### src/rtl/fpu_issue_ctrl.sv
// Multi-cycle FPU issue controller: stalls the PC while a long-latency FP op is in
// flight, releases a single gated FP write cycle, and counts stall cycles.
module fpu_issue_ctrl #(
   parameter int ADD_LAT = 3,
   parameter int MUL_LAT = 4,
   parameter int DIV_LAT = 12
) (
   input  logic        clk,
   input  logic        reset,
   input  logic        fp_start,
   input  logic [3:0]  fpucontrol,
   input  logic        fp_regwrite_req,
   output logic        stall,
   output logic        fp_regwrite,
   output logic        fpu_busy,
   output logic [31:0] stall_count
);

   typedef enum logic [1:0] {IDLE, BUSY, WB} state_t;

   state_t     state, state_nxt;
   logic [4:0] count, count_nxt;
   logic [4:0] lat_cur;

   function automatic logic [4:0] op_lat(input logic [3:0] op);
      case (op)
         4'b0000, 4'b0001: return 5'(ADD_LAT);
         4'b0010:          return 5'(MUL_LAT);
         4'b0011:          return 5'(DIV_LAT);
         default:          return 5'd1;
      endcase
   endfunction

   function automatic logic [31:0] sat_inc(input logic [31:0] v);
      return (v == 32'hFFFF_FFFF) ? v : v + 32'd1;
   endfunction

   assign lat_cur = op_lat(fpucontrol);

   always_comb begin
      state_nxt   = state;
      count_nxt   = count;
      stall       = 1'b0;
      fp_regwrite = 1'b0;
      fpu_busy    = 1'b0;
      case (state)
         IDLE: begin
            if (fp_start && (lat_cur >= 5'd2)) begin
               stall     = 1'b1;
               count_nxt = lat_cur - 5'd2;
               state_nxt = BUSY;
            end else begin
               fp_regwrite = fp_regwrite_req;
            end
         end
         BUSY: begin
            stall    = 1'b1;
            fpu_busy = 1'b1;
            // Decide on count==0 before decrementing so count never wraps.
            if (count == 5'd0) state_nxt = WB;
            else               count_nxt = count - 5'd1;
         end
         WB: begin
            // A reset landing on the retire cycle abandons the op without a write.
            fp_regwrite = fp_regwrite_req & ~reset;
            state_nxt   = IDLE;
         end
         default: state_nxt = IDLE;
      endcase
   end

   always_ff @(posedge clk) begin
      if (reset) begin
         state       <= IDLE;
         count       <= 5'd0;
         stall_count <= 32'd0;
      end else begin
         state <= state_nxt;
         count <= count_nxt;
         if (stall) stall_count <= sat_inc(stall_count);
      end
   end

endmodule
### config.mk
export PLATFORM = sky130hd
export DESIGN_NAME = fpu_issue_ctrl
export DESIGN_NICKNAME = d
export VERILOG_FILES = /design/src/rtl/fpu_issue_ctrl.sv
export SDC_FILE = /design/constraint.sdc
export NUM_CORES = 1
export LEC_CHECK = 0
export ABC_AREA = 1
export CAP_MARGIN = 20
export CORE_UTILIZATION = 49
export CTS_BUF_LIST = sky130_fd_sc_hd__clkbuf_8
export CTS_CLUSTER_DIAMETER = 30
export DETAILED_ROUTE_END_ITERATION = 12
export PLACE_DENSITY_LB_ADDON = 0.3
export SLEW_MARGIN = 20
export SYNTH_ARGS = -nofsm -noshare
export SYNTH_HDL_FRONTEND = slang
export SYNTH_SLANG_ARGS = --single-unit
export TNS_END_PERCENT = 1
### constraint.sdc
create_clock -name clk -period 1.8 [get_ports clk]
set_clock_uncertainty 0.05 [all_clocks]
set_input_delay 0.54 -clock clk [delete_from_list [all_inputs] [get_ports clk]]
set_output_delay 0.54 -clock clk [all_outputs]
set_load 0.01 [all_outputs]
# After elaboration in Yosys (flattened, before gate mapping)
# Cells that the tools add are included.
# word_totals
reg_bits	39
in_bits	8
output_inout_bits	35
wordCells	40
# classes
addsub	3
order_cmp	1
n_eq_ne	9
n_mux	12
n_bitwise	3
n_reduce_logical	9
# op_table
op	n
$add A32 B1 Y32 const B	1
$eq A32 B32 Y1 const B	1
$pmux W4 S3	1
$mux W5	2
$pmux W5 S2	1
$eq A4 B2 Y1 const B	2
$ne A2 B2 Y1 const B	3
$ge A5 B2 Y1 const B	1
$logic_not A5 Y1	1
$sub A5 B1 Y5 const B	1
$sub A5 B2 Y5 const B	1
$eq A4 B1 Y1 const B	1
$logic_not A4 Y1	1
$mux W2	2
$pmux W1 S2	2
$pmux W2 S2	1
$reduce_and A2 Y1	2
$mux W1	3
$reduce_and A3 Y1	1
$eq A2 B1 Y1 const B	1
$eq A2 B2 Y1 const B	1
$logic_not A2 Y1	1
$not A1 Y1	2
$reduce_bool A2 Y1	1
3 further kinds	3

# Logic depth before layout (Yosys ltp)
# Gate-level depths: netlist of run 1.
# logic_depth
depth_word	8
ltp_mapped	10
ltp_nobuf	10

# Least setup slack after synthesis of run 1
# Ideal clock, no wire load.
# synth_timing
path_kind	input to output
from	input port fpucontrol[3]
to	output port fp_regwrite
arrival_time_ps	1216
required_ps	1210
slack_ps	-6
path_stages	5
n_path_buf	1
path_cell_list	nor2_1 -> nand2_1 -> a21oi_4 -> buf_4 -> nor2_1
# synth_via
elab_chain_len	7
elab_cells_between_ends	10
classes_between	order compare: 1; eq/ne: 3; mux: 3; reduce/logical: 3
# synth_lines
item	line	rtl
from (decl)	11	input logic [3:0] fpucontrol,
$eq A4 B1 Y1 or $logic_not A4 Y1 (tied branches)	26	case (op)
$reduce_or A2 Y1	26	
$pmux W4 S3 *	26	
$ge A5 B2 Y1 *	48	if (fp_start && (lat_cur >= 5'd2)) begin
$logic_and A1 B1 Y1 *	48	
$mux W1 *	48	
$pmux W1 S2 *	46	case (state)
to (decl)	14	output logic fp_regwrite,
# Mark *: on every way between the ends. The rest lies on a longest branch, timed or not.

# Final worst setup path of run 1
# Same ends and word-level chain as after synthesis.

==> flow_summary_export.csv, run 1 <==
group,metric,value,unit
placed_design,place_congestion,0.872,
power,switching_share,0.246,
drt,wl,6150,um
clocking,cts_inserted_buffers,5,
synthesis,muxShareOfSynthArea,0,
global_routing,grt_pass1_wl,10000,um
clocking,hold_buffers,0,
worst_setup_path,criticalPathCategory,"input port to primary output",
timing,fin_crit_sh,0.999,
synthesis,yosys.area_share.simple,0.465,
layout,nets,446,
timing,holdWs,0.415,ns
worst_setup_path,cp.required,1.21,ns
synthesis,ys_types,29,
worst_setup_path,critPathCaptureType,"primary output",
timing,slew_headroom,0.779,
drt,wl_met3,343,um
clocking,cts_tree,"done",
synthesis,avgSynthCellArea,6.39,um2
worst_setup_path,start_kind,"input port",
timing,rsz0062_at_grt,"true",
worst_setup_path,cp_max_fo,3,
synthesis,synthAdderAreaFrac,0.0104,
drt,viasPerCell,5.11,
synthesis,synth_top_family_by_area,"simple AND/OR/NAND/NOR gates",
synthesis,yosysWarningCount,0,
global_routing,grt-ovfl-total,0,
drt,drcViolationCount,0,
synthesis,syn_inst,375,
clocking,cts_sinks,39,
layout,areaGrowthSynthToFinish,31.7,%
timing,setup_viol,0,
power,combPwrFrac,0.115,
die,initial_core_util,0.507,
run_status,outcome,"finished, final reports clean",
drt,dr.first_iter.drc_count,99,
timing,hold_viol_final,0,
drt,m1WireLength,2950,um
synthesis,yosysSeqAreaShare,0.326,
layout,antenna_cells,0,
die,die_y,71.9,um
global_routing,grt_pass1_vias,2274,
timing,max_slew.worst_pin.slew,0.332,ns
clocking,clkLatencyLatePin,0.29,ns
drt,ant_nets,0,
global_routing,grt_usage,0.243,
layout,drive_gt1_frac,0.222,
worst_setup_path,r2r-start,"stall_count[0]",
power,ir_drop,482,uV
drt,drt-pass1-iter-count,4,
timing,clock.fmax,556,MHz
power,seq_power_share,0.512,
placed_design,dpl.hpwl,4500,um
worst_setup_path,reg2reg_slack,0.10,ns
synthesis,synth_fp_nets,385,
synthesis,synth_area,2400,um2
worst_setup_path,reg2reg_to,"stall_count[30]",
die,die_area,5170,um2
drt,post_drt_wl_per_cell,12.2,um
power,powerDensity,550,nW/um2
clocking,cts.clk_slew.worst_paths,0.07,ns
power,switching_power,0.428,mW
layout,utilization,0.668,
drt,wl_met2,2760,um
global_routing,grt_max_degree,34,
layout,finalNonFillerCells,504,
timing,slew_viol_final,0,
clocking,h-tree-depth,2,
synthesis,synthXorXnorAreaFrac,0.0110,
die,coreArea,4720,um2
placed_design,placed_cells,491,
placed_design,io_buffers,42,
die,fp.dieW,71.9,um
global_routing,antenna_found_initial,0,
power,p_leak,1.44,nW
worst_setup_path,r2r_cells,9,
die,io_pins,43,
clocking,cts.path.max_buffers,2,
worst_hold_path,hp-class,"flop to flop",
worst_setup_path,arrival,1.21,ns
worst_hold_path,min_path_cells,2,
power,clkPwrFrac,0.373,
drt,top_layer,"met4",
worst_hold_path,hp-start,"count[0]",
clocking,clockRootBuffer,"clkbuf_8",
synthesis,synth_compound_area_frac,0.112,
die,rows,25,
synthesis,synth_seq_cells,39,
worst_hold_path,min_to,"count[0]",
timing,final.min_clock_period,1.80,ns
drt,vias,2575,
power,p_int,1.31,mW
flow_run,max-cap-violations,0,
==> cells by family after synthesis <==
logic type,count (synthesis)
AND/OR/NAND/NOR,246
XOR/XNOR,3
AO/OA/AOI/OAI,45
buffers and inverters,40
flip-flops,39
adder cells (fa/ha/maj),2
==> flip-flops by register name, summed over array words and instances (netlist names) <==
register     flops
count            5
state            2
stall_count     32
==> metal layers <==
| metal | global-route usage | vias to the layer above |
|---|---|---|
| met2 | 0.377 | 75 |
| met5 | 0 | - |
| met3 | 0.0458 | 10 |
| li1 | - | 1327 |
| met1 | 0.341 | 1163 |
| met4 | 0.0806 | 0 |
==> area by class of cell <==
class,count,area [um2]
sequential,39,812
timing repair buffer,61,546
fill,437,1570
clock buffer,7,96.3
inverter,32,120
clock inverter,1,3.75
tap,67,83.8
multi-input combinational,297,1500
==> cells in the final DEF, fill, tap and decap left out, drive strengths merged <==
cell,instances
nand2,102
o211ai,2
dlymetal6s2s,8
clkdlybuf4s50,2
o21ai,7
nand4,7
nand3,37
inv,33
dfxtp,39
dlygate4sd2,27
ha,2
a21oi,32
nand3b,1
clkbuf,9
buf,21
a31oi,3
a32oi,1
clkdlybuf4s15,1
nor3,3
xor2,3
nor2,97
==> what timing repair did <==
action,4_1_cts,5_1_grt
pin swaps,4,5
setup buffers,2,2
resized for setup,64,29
endpoints found under the hold margin,0,0
endpoints found under the setup margin,60,41
gates cloned,0,1
==> cells in the mapped netlist (all sizes together) <==
cell,number,area [um2]
a21oi,32,190
nand2,102,398
nand3,36,245
a31oi,3,18.8
clkinv,1,3.75
inv,31,116
buf,7,58.8
nand3b,1,7.51
o211ai,2,15.0
nor2,97,404
dfxtp,39,781
nor3,3,15.0
ha,2,25.0
o21ai,7,35.0
clkbuf,1,3.75
a32oi,1,8.76
nand4,7,43.8
xor2,3,26.3
==> power groups by stage <==
stage	clock network, mW	logic [mW]	registers, mW
floorplan	0	0.117	0.909
global placement	0	0.192	0.908
detailed placement	0	0.196	0.909
CTS	0.663	0.192	0.887
global route	0.703	0.224	0.893
finish	0.648	0.199	0.890
==> worst max-delay path by stage <==
stage	from	endpoint	slack (ns)
detailed placement	fpucontrol[3]	stall	-0.74
CTS	fpucontrol[2]	fp_regwrite	-0.08
floorplan	fpucontrol[3]	fp_regwrite	0.02
global route	fpucontrol[3]	fp_regwrite	-0.04
finish	fpucontrol[3]	fp_regwrite	0.001
global placement	fpucontrol[3]	stall	-0.69
==> worst max-delay path, cell delays in order <==
cell,delay [ns]
clkbuf_2,0.10
nor2_4,0.12
nand2_2,0.09
a21oi_4,0.15
nor2_1,0.07
buf_2,0.13
==> metrics by stage <==
| step | instance area, um2 | TNS (ns) | total power [mW] | worst slack [ns] |
|---|---|---|---|---|
| final | 3160 | 0 | 1.74 | 0.00115 |
| after global routing | 3160 | -0.0673 | 1.82 | -0.0388 |
| after CTS | 3070 | -0.128 | 1.74 | -0.0824 |
| after detailed placement | 2960 | -15.02 | 1.11 | -0.738 |
| after global placement | 2960 | -12.67 | 1.10 | -0.689 |
| after floorplan | 2400 | 0 | 1.03 | 0.0229 |
Power figures use the tool's default switching activity.
==> inputs of run 2 (changes only) <==
--- a/config.mk
+++ b/config.mk
@@ -5,7 +5,6 @@
 export SDC_FILE = /design/constraint.sdc
 export NUM_CORES = 1
 export LEC_CHECK = 0
-export ABC_AREA = 1
 export CAP_MARGIN = 20
 export CORE_UTILIZATION = 49
 export CTS_BUF_LIST = sky130_fd_sc_hd__clkbuf_8
==> run 2 against run 1 <==
The run now ends with setup timing left. Die area shrank 12%. Critical endpoint is now stall_count[19]. Setup slack worse by 0.50 ns. Core utilization grew 21 points.
==> flow_summary_export.csv, run 2 <==
group,metric,value,unit
run_status,violations,"setup timing",
worst_setup_path,criticalPathCategory,"input port to flop",
run_status,outcome,"finished, violations left",
flow_run,max-cap-violations,0,
drt,drcViolationCount,0,
synthesis,syn_inst,254,
die,initial_core_util,0.520,
timing,clock.fmax,434,MHz
global_routing,antenna_found_initial,0,
power,powerDensity,495,nW/um2
synthesis,async_reset_ff_frac,0,
timing,max_slew.worst_pin.slew,0.668,ns
timing,worst_slack,-0.503,ns
drt,vias,2743,
synthesis,synthTopCellsByCount,"dfxtp_1 (39), nor2_1 (31), a21oi_1 (20), nand4_1 (13)",
drt,ant_nets,0,
layout,nets,396,
layout,final_cell_area,3570,um2
worst_setup_path,start_kind,"input port",
drt,viasPerCell,6.28,
drt,dr.first_iter.drc_count,310,
global_routing,grt_pass1_vias,2480,
worst_setup_path,critPathCaptureType,"flop",
layout,fillCellCount,195,
clocking,cts_inserted_buffers,5,
die,fp.dieW,67.6,um
synthesis,synth_seq_cells,39,
clocking,clockRootBuffer,"clkbuf_8",
synthesis,ys_types,43,
clocking,clkLatencyLatePin,0.29,ns
layout,utilization,0.879,
synthesis,synth_area,2110,um2
clocking,cts.clk_slew.worst_paths,0.08,ns
global_routing,grt_max_degree,46,
global_routing,grt_usage,0.331,
die,rows,23,
worst_hold_path,hp-class,"flop to flop",
die,die_y,67.6,um
layout,antenna_cells,0,
layout,drive_gt1_frac,0.419,
clocking,cts_tree,"done",
synthesis,synth_edf_count,0,
timing,slew_viol_final,0,
worst_setup_path,cp.required,1.92,ns
placed_design,post-place-ws,-0.998,ns
global_routing,grt_pass1_wl,11300,um
clocking,h-tree-depth,2,
timing,holdWs,0.482,ns
power,p_leak,1.52,nW
synthesis,yosysTopAreaCellShare,0.370,
layout,regMostFlops,"stall_count",
synthesis,synth_top_cells_by_area,"dfxtp_1 (37%), nor2_1 (5.5%), a21oi_1 (4.7%)",
placed_design,dpl.hpwl,4620,um
timing,final.min_clock_period,2.30,ns
layout,layout_commonest_cell,"buf_4",
die,coreArea,4060,um2
clocking,cts.path.max_buffers,2,
synthesis,yosys.area.top_type,"dfxtp_1",
synthesis,avgSynthCellArea,8.30,um2
worst_setup_path,r2r_cells,6,
layout,largest_reg_flops,32,
die,die_area,4570,um2
synthesis,synth_flop_cell,"dfxtp_1",
global_routing,grt-ovfl-total,0,
layout,seqCellArea,797,um2
timing,rsz0062_at_grt,"true",
timing,setup_viol,36,
drt,post_drt_wl_per_cell,19.5,um
clocking,cts_sinks,39,
worst_setup_path,cp_max_fo,6,
die,io_pins,43,
layout,areaGrowthSynthToFinish,69.1,%
worst_setup_path,arrival,2.42,ns
drt,drt-pass1-iter-count,5,
placed_design,place_congestion,0.848,
worst_hold_path,min_path_cells,2,
layout,layout_common_cells,"buf_4 (88), nor2_1 (29), dlygate4sd2_1 (29)",
timing,hold_viol_final,0,
timing,slew_headroom,0.550,
power,ir_drop,422,uV
layout,multi_input_area,1470,um2
placed_design,placed_cell_area,3180,um2
synthesis,yosysSeqAreaShare,0.370,
placed_design,io_buffers,42,
clocking,hold_buffers,0,
timing,fin_crit_sh,1.28,
synthesis,yosys.cell_count.top_type,"dfxtp_1",
synthesis,synth_fp_nets,264,
drt,wl,8530,um
synthesis,yosysWarningCount,0,
layout,top_regs,"stall_count x32, count x5, state x2",
run 2: cell count changes after synthesis, sizes merged, moves of 6 or more:
cell,before,now
a211oi,0,10
a21oi,32,21
clkbuf,1,7
inv,31,11
mux2,0,6
nand2,102,9
nand3,36,10
nand4,7,14
nor2,97,32
nor2b,0,7
nor4,0,7
or3,0,8
or4,0,6
xnor2,0,11
run 2: area by class of cell:
type / instances / share of cell area
clock inverter: 1 / 0.00105
clock buffer: 7 / 0.0270
multi-input combinational: 194 / 0.413
tap: 50 / 0.0175
sequential: 39 / 0.224
timing repair buffer: 135 / 0.306
inverter: 11 / 0.0116
run 2: path summary, 6_finish.rpt:
check / start / end / slack (ns)
max: fpucontrol[2] / stall_count[19] / -0.50
min: count[2] / count[2] / 0.48
max reg2reg: state[1] / stall_count[19] / -0.50
min reg2reg: count[2] / count[2] / 0.48
run 2: per-stage QoR:
stage          instances  total power, mW  setup TNS [ns]
3_5_place_dp         418             1.10          -28.23
4_1_cts              433             1.74           -4.77
2_1_floorplan        254             1.01           -5.93
3_3_place_gp         418             1.10          -26.51
5_1_grt              437             1.82           -9.36
6_report             437             1.76           -7.54
run 2: report_power, final:
group | switching, mW | total (mW) | internal (mW)
Sequential | 0.0141 | 0.891 | 0.876
Clock | 0.318 | 0.662 | 0.344
Combinational | 0.108 | 0.212 | 0.104
Total | 0.440 | 1.76 | 1.32
run 2: critical path, stage by stage:
cell	delay, ns
buf_8	0.10
or4b_4	0.56
a21oi_4	0.18
o2111ai_4	0.16
buf_2	0.21
o21ai_0	0.55
a21oi_2	0.11
run 2: cell families after synthesis:
| group | synth area share |
|---|---|
| xor gates and xnor gates | 0.0540 |
| muxes | 0.0415 |
| buffers and inverters | 0.0386 |
| DFF | 0.370 |
| adders and majority gates | 0.0119 |
| and+or+nand+nor | 0.310 |
| AOI/OAI and AO/OA | 0.173 |
run 2: timing repair:
action	4_1_cts	5_1_grt
cloned	1	0
endpoints found under the setup margin	70	39
gates resized for setup	87	37
buffers inserted	6	4
pin swaps	18	17
run 2: metal layers:
layer	GRT usage	wire length, um	vias to the layer above
li1	-	-	1216
met3	0.0625	572	56
met5	0	0	-
met4	0.162	458	0
met2	0.566	4030	162
met1	0.391	3470	1309
==> inputs of run 3 (changes only) <==
--- a/config.mk
+++ b/config.mk
@@ -6,6 +6,7 @@
 export NUM_CORES = 1
 export LEC_CHECK = 0
 export CAP_MARGIN = 20
+export CORE_MARGIN = 5
 export CORE_UTILIZATION = 49
 export CTS_BUF_LIST = sky130_fd_sc_hd__clkbuf_8
 export CTS_CLUSTER_DIAMETER = 30
==> run 3 against run 2 <==
The run still ends with setup timing left. Die area up 25%. Design area decreased by 6.5%. Register-to-register slack gained 0.14 ns. Core utilization is 6.3 points lower. Flip-flop and latch count unchanged. Combinational power decreased by 4%. First-iteration DRC count shrank 23%. Critical path depth is 1 lower. Critical endpoint is now stall_count[23].
==> flow_summary_export.csv, run 3 (synthesis gave the netlist of run 2 again) <==
group,metric,value,unit
run_status,outcome,"finished, violations left",
run_status,violations,"setup timing",
clocking,cts.clk_slew.worst_paths,0.07,ns
drt,vias,2621,
worst_setup_path,r2r_cells,5,
worst_setup_path,reg2reg_slack,-0.36,ns
power,clkPwrFrac,0.332,
worst_setup_path,critPathCaptureType,"flop",
layout,layout_common_cells,"buf_4 (74), dfxtp_1 (34), dlygate4sd2_1 (32)",
timing,slew_headroom,0.653,
power,p_leak,1.40,nW
worst_setup_path,r2r-start,"state[1]",
timing,clock.fmax,463,MHz
drt,wl,7540,um
timing,hold_viol_final,0,
placed_design,io_buffers,42,
timing,slew_viol_final,0,
worst_hold_path,min_path_cells,2,
clocking,hold_buffers,0,
die,initial_core_util,0.516,
die,rows,23,
layout,largest_reg_flops,32,
placed_design,dpl.hpwl,4460,um
global_routing,grt_pass1_wl,11100,um
power,ir_drop,379,uV
layout,final_cell_area,3330,um2
worst_setup_path,reg2reg_to,"stall_count[23]",
drt,drt-pass1-iter-count,6,
global_routing,grt-ovfl-total,0,
worst_setup_path,cp.required,1.97,ns
clocking,cts_sinks,39,
clocking,cts_inserted_buffers,5,
worst_setup_path,arrival,2.33,ns
die,die_area,5710,um2
worst_hold_path,hp-class,"flop to flop",
clocking,clockRootBuffer,"clkbuf_8",
layout,top_regs,"stall_count x32, count x5, state x2",
placed_design,placed_cell_area,3090,um2
clocking,h-tree-depth,2,
die,fp.dieW,75.6,um
timing,rsz0062_at_grt,"true",
clocking,cts_tree,"done",
layout,antenna_cells,0,
drt,ant_nets,0,
layout,utilization,0.816,
layout,layout_commonest_cell,"buf_4",
power,switching_power,0.413,mW
worst_hold_path,hp-start,"count[2]",
layout,drive_gt1_frac,0.350,
power,p_int,1.23,mW
layout,nets,380,
timing,max_slew.worst_pin.slew,0.516,ns
global_routing,grt_max_degree,46,
power,powerDensity,492,nW/um2
timing,setup_viol,34,
drt,dr.first_iter.drc_count,238,
power,seq_power_share,0.544,
timing,fin_setup_tns,-5.98,ns
timing,worst_slack,-0.359,ns
flow_run,max-cap-violations,0,
global_routing,antenna_found_initial,0,
placed_design,place_congestion,0.846,
power,switching_share,0.252,
die,die_y,75.6,um
worst_setup_path,criticalPathCategory,"input port to flop",
drt,viasPerCell,6.26,
global_routing,grt_usage,0.251,
timing,fin_crit_sh,1.20,
drt,post_drt_wl_per_cell,18.0,um
clocking,clkLatencyLatePin,0.29,ns
die,io_pins,43,
worst_hold_path,min_to,"count[2]",
power,combPwrFrac,0.124,
worst_setup_path,cp_max_fo,11,
timing,final.min_clock_period,2.16,ns
die,coreArea,4090,um2
layout,regMostFlops,"stall_count",
global_routing,grt_pass1_vias,2456,
worst_setup_path,start_kind,"input port",
clocking,cts.path.max_buffers,2,
drt,drcViolationCount,0,
layout,areaGrowthSynthToFinish,58.1,%
## run 3: final cells by class
type                            instances  area (um2)
Fill cell                             251         753
Inverter                               11        43.8
Clock buffer                            5        68.8
Timing Repair Buffer                  119         953
Tap cell                               50        62.6
Multi-Input combinational cell        194        1410
Clock inverter                          1        3.75
Sequential cell                        39         790
## run 3: stage by stage
stage	power [mW]	std cells	hold WS, ns	setup slack, ns
3_3_place_gp	1.10	406	0.450	-0.999
4_1_cts	1.62	417	0.485	-0.344
3_5_place_dp	1.10	406	0.474	-1.06
5_1_grt	1.70	419	0.547	-0.434
6_report	1.64	419	0.501	-0.359
2_1_floorplan	1.01	254	0.424	-0.348
## run 3: per-layer routing
layer  vias up  wire (um)  GRT usage
met5         -          0          0
met4         0        363     0.0874
met3        45        559     0.0462
met2       172       3610      0.428
met1      1225       3000      0.317
li1       1179          -          -
## run 3: critical path, stage by stage
cell,delay (ns)
buf_6,0.10
or4b_4,0.55
a21oi_4,0.20
o2111ai_4,0.25
or4_1,0.52
a21oi_1,0.16
## run 3: what timing repair did
action / in CTS / in global routing
setup endpoints to repair: 70 / 38
setup buffers: 5 / 2
pin swaps: 11 / 8
gates resized for setup: 76 / 25
## run 3: worst max-delay path by stage
stage / startpoint / end / slack (ns) / cells past startpoint
2_1_floorplan: fpucontrol[3] / stall_count[25] / -0.35 / 6
3_3_place_gp: fpucontrol[3] / stall_count[31] / -1.0 / 6
3_5_place_dp: fpucontrol[3] / stall_count[29] / -1.06 / 6
4_1_cts: state[1] / stall_count[26] / -0.34 / 6
5_1_grt: state[1] / stall_count[31] / -0.43 / 6
6_report: fpucontrol[2] / stall_count[23] / -0.36 / 6
## run 3: power by group through the flow
| stage | logic, mW | registers (mW) | clock network [mW] |
|---|---|---|---|
| floorplan | 0.0951 | 0.910 | 0 |
| global placement | 0.187 | 0.909 | 0 |
| detailed placement | 0.191 | 0.910 | 0 |
| CTS | 0.188 | 0.891 | 0.540 |
| global route | 0.224 | 0.893 | 0.583 |
| finish | 0.204 | 0.892 | 0.545 |
